===== src/rtl/bp_counter_table_sched.sv =====
// Scheduler for the shared single-port 2-bit counter table: sweeps the table after reset,
// then arbitrates lookups against queued read-modify-write updates. Optional stats: BPSCHED_STATS_EN.
module bp_counter_table_sched #(
    parameter int IDX_W     = 10,
    parameter int UQ_DEPTH  = 4,
    parameter int MAX_DEFER = 8
) (
    input  logic             clock,
    input  logic             reset,
    input  logic             lk_valid,
    input  logic [IDX_W-1:0] lk_idx,
    output logic             lk_ready,
    output logic             lk_resp_valid,
    output logic             lk_taken,
    output logic [1:0]       lk_ctr,
    input  logic             up_valid,
    input  logic [IDX_W-1:0] up_idx,
    input  logic             up_taken,
    output logic             up_ready,
    output logic             tbl_en,
    output logic             tbl_we,
    output logic [IDX_W-1:0] tbl_addr,
    output logic [1:0]       tbl_wdata,
    input  logic [1:0]       tbl_rdata,
    output logic             init_done
`ifdef BPSCHED_STATS_EN
    ,
    output logic [15:0]      stat_lookups,
    output logic [15:0]      stat_updates,
    output logic [15:0]      stat_forced
`endif
);

    localparam int QP_W  = (UQ_DEPTH > 1) ? $clog2(UQ_DEPTH) : 1;
    localparam int CNT_W = QP_W + 1;
    localparam int DEF_W = $clog2(MAX_DEFER + 1);

    typedef enum logic [1:0] {
        ST_INIT   = 2'd0,
        ST_IDLE   = 2'd1,
        ST_UPD_WR = 2'd2
    } state_t;

    state_t             state_r;
    state_t             state_s;
    logic [IDX_W-1:0]   ptr_r;
    logic               init_done_r;
    logic               resp_valid_r;
    logic [IDX_W-1:0]   q_idx_r [UQ_DEPTH];
    logic               q_tk_r  [UQ_DEPTH];
    logic [QP_W-1:0]    head_r;
    logic [QP_W-1:0]    tail_r;
    logic [CNT_W-1:0]   count_r;
    logic [DEF_W-1:0]   defer_r;

    logic               q_full_s;
    logic               q_empty_s;
    logic               force_s;
    logic               push_s;
    logic               pop_s;
    logic               upd_issue_s;
    logic               lk_ready_s;
    logic               up_ready_s;
    logic               tbl_en_s;
    logic               tbl_we_s;
    logic [IDX_W-1:0]   tbl_addr_s;
    logic [1:0]         tbl_wdata_s;
    logic [1:0]         lk_ctr_s;

    // Saturating 2-bit counter transition: SNT=0, WNT=1, WT=2, ST=3.
    function automatic logic [1:0] next_ctr(input logic [1:0] ctr, input logic taken);
        logic [1:0] res;
        case ({taken, ctr})
            3'b1_00: res = 2'b01;
            3'b1_01: res = 2'b10;
            3'b1_10: res = 2'b11;
            3'b1_11: res = 2'b11;
            3'b0_00: res = 2'b00;
            3'b0_01: res = 2'b00;
            3'b0_10: res = 2'b01;
            3'b0_11: res = 2'b01;
            default: res = 2'b00;
        endcase
        return res;
    endfunction

    assign q_full_s   = (count_r == CNT_W'(UQ_DEPTH));
    assign q_empty_s  = (count_r == CNT_W'(0));
    assign force_s    = q_full_s || (defer_r == DEF_W'(MAX_DEFER));
    assign up_ready_s = init_done_r && !q_full_s && !reset;
    assign push_s     = up_valid && up_ready_s;

    // Next-state and table-port control; everything is held off while reset is asserted
    // so an in-flight update write cannot land in the reset cycle.
    always_comb begin
        state_s     = state_r;
        lk_ready_s  = 1'b0;
        tbl_en_s    = 1'b0;
        tbl_we_s    = 1'b0;
        tbl_addr_s  = '0;
        tbl_wdata_s = 2'b00;
        upd_issue_s = 1'b0;
        pop_s       = 1'b0;
        if (reset) begin
            state_s = ST_INIT;
        end else begin
            case (state_r)
                ST_INIT: begin
                    tbl_en_s   = 1'b1;
                    tbl_we_s   = 1'b1;
                    tbl_addr_s = ptr_r;
                    if (ptr_r == {IDX_W{1'b1}}) begin
                        state_s = ST_IDLE;
                    end else begin
                        state_s = ST_INIT;
                    end
                end
                ST_IDLE: begin
                    if (lk_valid && !force_s) begin
                        lk_ready_s = 1'b1;
                        tbl_en_s   = 1'b1;
                        tbl_addr_s = lk_idx;
                    end else if (!q_empty_s) begin
                        tbl_en_s    = 1'b1;
                        tbl_addr_s  = q_idx_r[head_r];
                        upd_issue_s = 1'b1;
                        state_s     = ST_UPD_WR;
                    end else begin
                        state_s = ST_IDLE;
                    end
                end
                ST_UPD_WR: begin
                    tbl_en_s    = 1'b1;
                    tbl_we_s    = 1'b1;
                    tbl_addr_s  = q_idx_r[head_r];
                    tbl_wdata_s = next_ctr(tbl_rdata, q_tk_r[head_r]);
                    pop_s       = 1'b1;
                    state_s     = ST_IDLE;
                end
                default: begin
                    state_s = ST_INIT;
                end
            endcase
        end
    end

    // FSM state, sweep pointer, init flag and lookup response pipeline.
    always_ff @(posedge clock) begin
        if (reset) begin
            state_r      <= ST_INIT;
            ptr_r        <= '0;
            init_done_r  <= 1'b0;
            resp_valid_r <= 1'b0;
        end else begin
            state_r      <= state_s;
            resp_valid_r <= lk_ready_s;
            if (state_r == ST_INIT) begin
                ptr_r <= ptr_r + IDX_W'(1);
            end else begin
                ptr_r <= ptr_r;
            end
            if ((state_r == ST_INIT) && (ptr_r == {IDX_W{1'b1}})) begin
                init_done_r <= 1'b1;
            end else begin
                init_done_r <= init_done_r;
            end
        end
    end

    // Update queue storage and pointers.
    always_ff @(posedge clock) begin
        if (reset) begin
            head_r  <= '0;
            tail_r  <= '0;
            count_r <= '0;
            for (int i = 0; i < UQ_DEPTH; i++) begin
                q_idx_r[i] <= '0;
                q_tk_r[i]  <= 1'b0;
            end
        end else begin
            if (push_s) begin
                q_idx_r[tail_r] <= up_idx;
                q_tk_r[tail_r]  <= up_taken;
                tail_r          <= tail_r + QP_W'(1);
            end
            if (pop_s) begin
                head_r <= head_r + QP_W'(1);
            end
            case ({push_s, pop_s})
                2'b10:   count_r <= count_r + CNT_W'(1);
                2'b01:   count_r <= count_r - CNT_W'(1);
                default: count_r <= count_r;
            endcase
        end
    end

    // Starvation counter: grows while lookups win over a waiting update.
    always_ff @(posedge clock) begin
        if (reset) begin
            defer_r <= '0;
        end else if (upd_issue_s) begin
            defer_r <= '0;
        end else if (lk_ready_s && !q_empty_s && (defer_r < DEF_W'(MAX_DEFER))) begin
            defer_r <= defer_r + DEF_W'(1);
        end else begin
            defer_r <= defer_r;
        end
    end

    assign lk_ctr_s      = resp_valid_r ? tbl_rdata : 2'b00;
    assign lk_ready      = lk_ready_s;
    assign lk_resp_valid = resp_valid_r;
    assign lk_ctr        = lk_ctr_s;
    assign lk_taken      = lk_ctr_s[1];
    assign up_ready      = up_ready_s;
    assign tbl_en        = tbl_en_s;
    assign tbl_we        = tbl_we_s;
    assign tbl_addr      = tbl_addr_s;
    assign tbl_wdata     = tbl_wdata_s;
    assign init_done     = init_done_r;

`ifdef BPSCHED_STATS_EN
    logic [15:0] stat_lookups_r;
    logic [15:0] stat_updates_r;
    logic [15:0] stat_forced_r;

    // Saturating activity counters.
    always_ff @(posedge clock) begin
        if (reset) begin
            stat_lookups_r <= 16'd0;
            stat_updates_r <= 16'd0;
            stat_forced_r  <= 16'd0;
        end else begin
            if (lk_ready_s && (stat_lookups_r != 16'hFFFF)) begin
                stat_lookups_r <= stat_lookups_r + 16'd1;
            end else begin
                stat_lookups_r <= stat_lookups_r;
            end
            if (pop_s && (stat_updates_r != 16'hFFFF)) begin
                stat_updates_r <= stat_updates_r + 16'd1;
            end else begin
                stat_updates_r <= stat_updates_r;
            end
            if (upd_issue_s && force_s && lk_valid && (stat_forced_r != 16'hFFFF)) begin
                stat_forced_r <= stat_forced_r + 16'd1;
            end else begin
                stat_forced_r <= stat_forced_r;
            end
        end
    end

    assign stat_lookups = stat_lookups_r;
    assign stat_updates = stat_updates_r;
    assign stat_forced  = stat_forced_r;
`endif

endmodule


===== config.mk =====
export PLATFORM = sky130hd
export DESIGN_NAME = bp_counter_table_sched
export DESIGN_NICKNAME = d
export VERILOG_FILES = /design/src/rtl/bp_counter_table_sched.sv
export SDC_FILE = /design/constraint.sdc
export NUM_CORES = 1
export LEC_CHECK = 0
export CELL_PAD_IN_SITES_DETAIL_PLACEMENT = 1
export CELL_PAD_IN_SITES_GLOBAL_PLACEMENT = 2
export CORE_AREA = 2 2 98 100
export DETAILED_ROUTE_END_ITERATION = 12
export DIE_AREA = 0 0 100 102
export GPL_TIMING_DRIVEN = 0
export PLACE_DENSITY_LB_ADDON = 0.1
export REMOVE_ABC_BUFFERS = 1
export SLEW_MARGIN = 20
export SYNTH_ARGS = -nofsm -noshare
export SYNTH_HDL_FRONTEND = slang
export SYNTH_SLANG_ARGS = --single-unit

===== constraint.sdc =====
create_clock -name clock -period 5.5 [get_ports clock]
set_input_delay 0.55 -clock clock [delete_from_list [all_inputs] [get_ports clock]]
set_output_delay 0.55 -clock clock [all_outputs]
set_load 0.05 [all_outputs]

==> out/summary.txt <==
==================================================================================================
Outcome                                                                               finished, final reports clean
Pin count of the biggest net entering global routing                                            38
Pre-CTS WS                                                                                1.909 ns
Max-slew violations                                                                              0
Layout Area Growth over Synthesis                                                           21.37%
Clock sinks                                                                                     71
Post-route cell area                                                                     4207 um^2
First-pass GRT wire length                                                                12.36 mm
Setup repair after global routing missed its margin                                             no
Number of distinct library cells after synthesis                                                48
IR Drop Worst-Case VDD                                                                    179.9 uV
Main combinational cell family by area after synthesis                                simple AND/OR/NAND/NOR gates
Max Clk Rate                                                                            0.2799 GHz
Number of gates given a new drive strength after cts                                             0
Maximum buffer depth of the clock tree                                                           2
Number of placed instances with taps included                                                  432
Maximum fanout along the worst path                                                             37
Std-Cell Core Area                                                                       9109 um^2
Antenna Cells                                                                                    0
Path depth of the worst reg2reg path                                                             5
Standard cell area after detailed placement                                              4005 um^2
Number of optimization iterations in the first detailed-route pass                               4
Layout filler cell count                                                                       965
Final Worst Setup Slack                                                                   1.927 ns
Worst clock skew on the final layout                                                   0.009930 ns
Die outline width                                                                           100 um
Detailed-route DRC error count                                                                   0
Routed vias/inst                                                                             5.103
Endpoint of the lowest-slack register-to-register path                                q_tk_r[2]$_SDFFCE_PN0P_
Remaining antenna violation count after routing                                                  0
Sum of net half-perimeters after detailed placement                                       5.260 mm
CTS tree                                                                                     built
Parity-gate share of the synthesized area counting xor and xnor cells                      0.03791
Yosys Warn Count                                                                                 0
Detail-routed net length per standard cell                                                16.90 um
Post-CTS setup buffer count                                                                      0
Adder and majority gate portion of the synthesized area                                    0.02022
Port buffer count                                                                               47
Post-Layout Cell Count                                                                         448
Portion of the post-synthesis area used by sequential elements                              0.5372
Worst Hold Launch                                                                     count_r[2]$_SDFFE_PP0P_
Skew-Pair Late Insertion Delay                                                             0.34 ns
Setup slack on the worst flop-to-flop path                                                 2.57 ns
Number of maximum-capacitance violations                                                         0
Final WL                                                                                  7.572 mm
Sink of the worst hold path                                                           count_r[2]$_SDFFE_PP0P_
Row Count                                                                                       35
Effective utilization at floorplan                                                          0.3805
Final global-route overflow total                                                                0
Via count of the first global-routing pass                                                    2300
Cell with the most instances after synthesis                                                and2_1
Gpl congestion                                                                              0.7140
Synth area leader                                                                         edfxtp_1
Area share of and/or/nand/nor cells after synthesis                                         0.2170
Largest cells by area after synthesis                                                 edfxtp_1, dfxtp_1, and2_1
Most numerous cell types in the synthesized netlist                                   and2_1, edfxtp_1, dfxtp_1, nor2_1, mux4_2
Worst min-delay path class                                                                 reg2reg
Antenna violations before repair                                                                 0
Synthesized instance count                                                                     288
Portion of netlist area occupied by mux cells                                              0.07437
Area of the die                                                                         10200 um^2
Number of register bits inferred by synthesis                                                   71
Chip Height                                                                                 102 um
Fraction of the mapped netlist area in compound gates                                      0.08412
Flip-flop cell with the highest count after synthesis                                     edfxtp_1
Cell area after synthesis                                                                3466 um^2
P per Cell Area                                                                       255.0 nW/um^2
Fraction of final layout cells sized beyond drive strength 1                                0.1306
Cell depth of the worst min-delay path                                                           2
Cts bufs inserted                                                                                9
# hold bufs at CTS                                                                               0
Num ports                                                                                       48
Critical path buffers and inverters                                                              2
Class of the most critical setup path                                                       in2out
Global-route usage over all layers                                                          0.1594
Worst relative slew slack                                                                   0.4218
Cells along the critical path                                                         buf_2 > or3b_4 > nor4b_4 > a22o_1 > a21o_1 > clkdlybuf4s50_1
H-tree lvl count                                                                                 3
Setup-violating endpoint count in the final report                                               0
Overall via count from detail_route                                                           2286
Async set or reset register ratio after synthesis                                                0
Count of flip-flops with a built-in enable after synthesis                                      44
Measured slew at the worst slew-check pin                                                0.8636 ns
Clock transition time at the flip-flop clock pins of the worst setup and hold paths        0.08 ns
Top Family by Delay on Critical Path                                                  buffers and inverters
Maximum cell stage delay along the critical path                                           0.80 ns
Worst path slowest cell                                                               clkdlybuf4s50_1
Final period utilization                                                                    0.6496
Net count reported at finish                                                                   364
Sum of negative setup slack                                                                   0 ns
First DRT Iteration DRCs                                                                        51
Leakage power                                                                             1.525 nW
Min cycle time layout                                                                     3.573 ns
CTS root buffer                                                                           clkbuf_8
CP Capture Type                                                                        output port
Required time at the worst-slack endpoint                                                  4.95 ns
Per-instance average area after synthesis                                               12.03 um^2
Startpoint of the lowest-slack register-to-register path                              count_r[0]$_SDFFE_PP0P_
Worst endpoint data arrival time                                                           3.02 ns
Critical path startpoint category                                                     primary input
Top-area cell type share of the netlist area                                                0.3812
Hold violation total from the final report                                                       0
==================================================================================================
cell families after synthesis:
family / after synthesis
and+or+nand+nor: 121
AOI/OAI and AO/OA: 41
buffers and inverters: 23
DFF: 71
xor gates and xnor gates: 15
muxes: 12
adders and majority gates: 5
worst max path at each step:
stage | to | from | depth (start not counted) | slack [ns]
after floorplan | tbl_addr[1] | reset | 4 | 2.62
after global placement | tbl_addr[2] | reset | 6 | 0.80
after detailed placement | tbl_addr[5] | reset | 6 | 1.91
after CTS | tbl_addr[5] | reset | 6 | 1.90
after global routing | tbl_addr[5] | state_r[0]$_SDFFE_PP0P_ | 5 | 1.80
final | tbl_addr[1] | reset | 6 | 1.93
where the power goes:
group          switching (mW)  total, mW  internal (mW)
registers             0.00531      0.581          0.576
logic                  0.0328     0.0626         0.0297
clock network           0.214      0.429          0.215
metrics by stage:
step / hold slack [ns] / power [mW] / utilization
after detailed placement: 0.5133 / 0.6574 / 0.4397
after CTS: 0.5263 / 1.088 / 0.4618
after floorplan: 0.4544 / 0.6184 / -
final: 0.5131 / 1.073 / 0.4618
after global routing: 0.5477 / 1.115 / 0.4618
after global placement: 0.4949 / 0.6568 / 0.4400
placed cells by master (no fill, tap or decap), types with 4 or more instances in the layout:
master	Yosys	routed
a21oi_1	8	8
ha_1	4	4
and2_1	46	46
a22o_1	8	8
nand2b_1	4	4
mux4_2	11	11
or2_2	4	4
nand2_1	6	6
inv_6	0	4
clkdlybuf4s50_1	0	46
o21ai_0	5	5
edfxtp_1	44	44
clkbuf_8	0	9
inv_1	8	8
nor2_1	27	26
xor2_1	6	6
xnor2_1	9	9
nor3_1	8	8
a21o_1	8	8
dfxtp_1	27	27
registers in the layout, indices dropped and copies added, names as in the netlist, 2 cells and up, named ones only:
signal / flops
q_idx_r: 40
tail_r: 2
ptr_r: 10
q_tk_r: 4
state_r: 2
count_r: 3
head_r: 2
defer_r: 4
routing by layer:
layer  vias to the layer above  global-route usage  share of wire
met1                      1135              0.2131           0.47
met3                         4             0.03283          0.024
met2                        27              0.2646           0.49
li1                       1120                   -              -
met5                         -                   0              0
met4                         0             0.04742         0.0081
layout make-up:
type                    count  area, um^2  share of cell area
clock buffers               9       123.9             0.02945
flip-flops and latches     71        1862              0.4426
repair buffers             47       465.4              0.1106
well taps                 111       138.9             0.03302
inverters                   9       33.78            0.008031
multi-input cells         194        1505              0.3578
clock inverters             7       77.57             0.01844
worst reg2reg max path, delay by kind of cell, from the launching register on:
| family | cells | cell delay [ns] |
|---|---|---|
| flops | 1 | 0.45 |
| buf+inv | 1 | 0.19 |
| simple gates | 4 | 1.98 |
(Power assumes the default switching activity.)
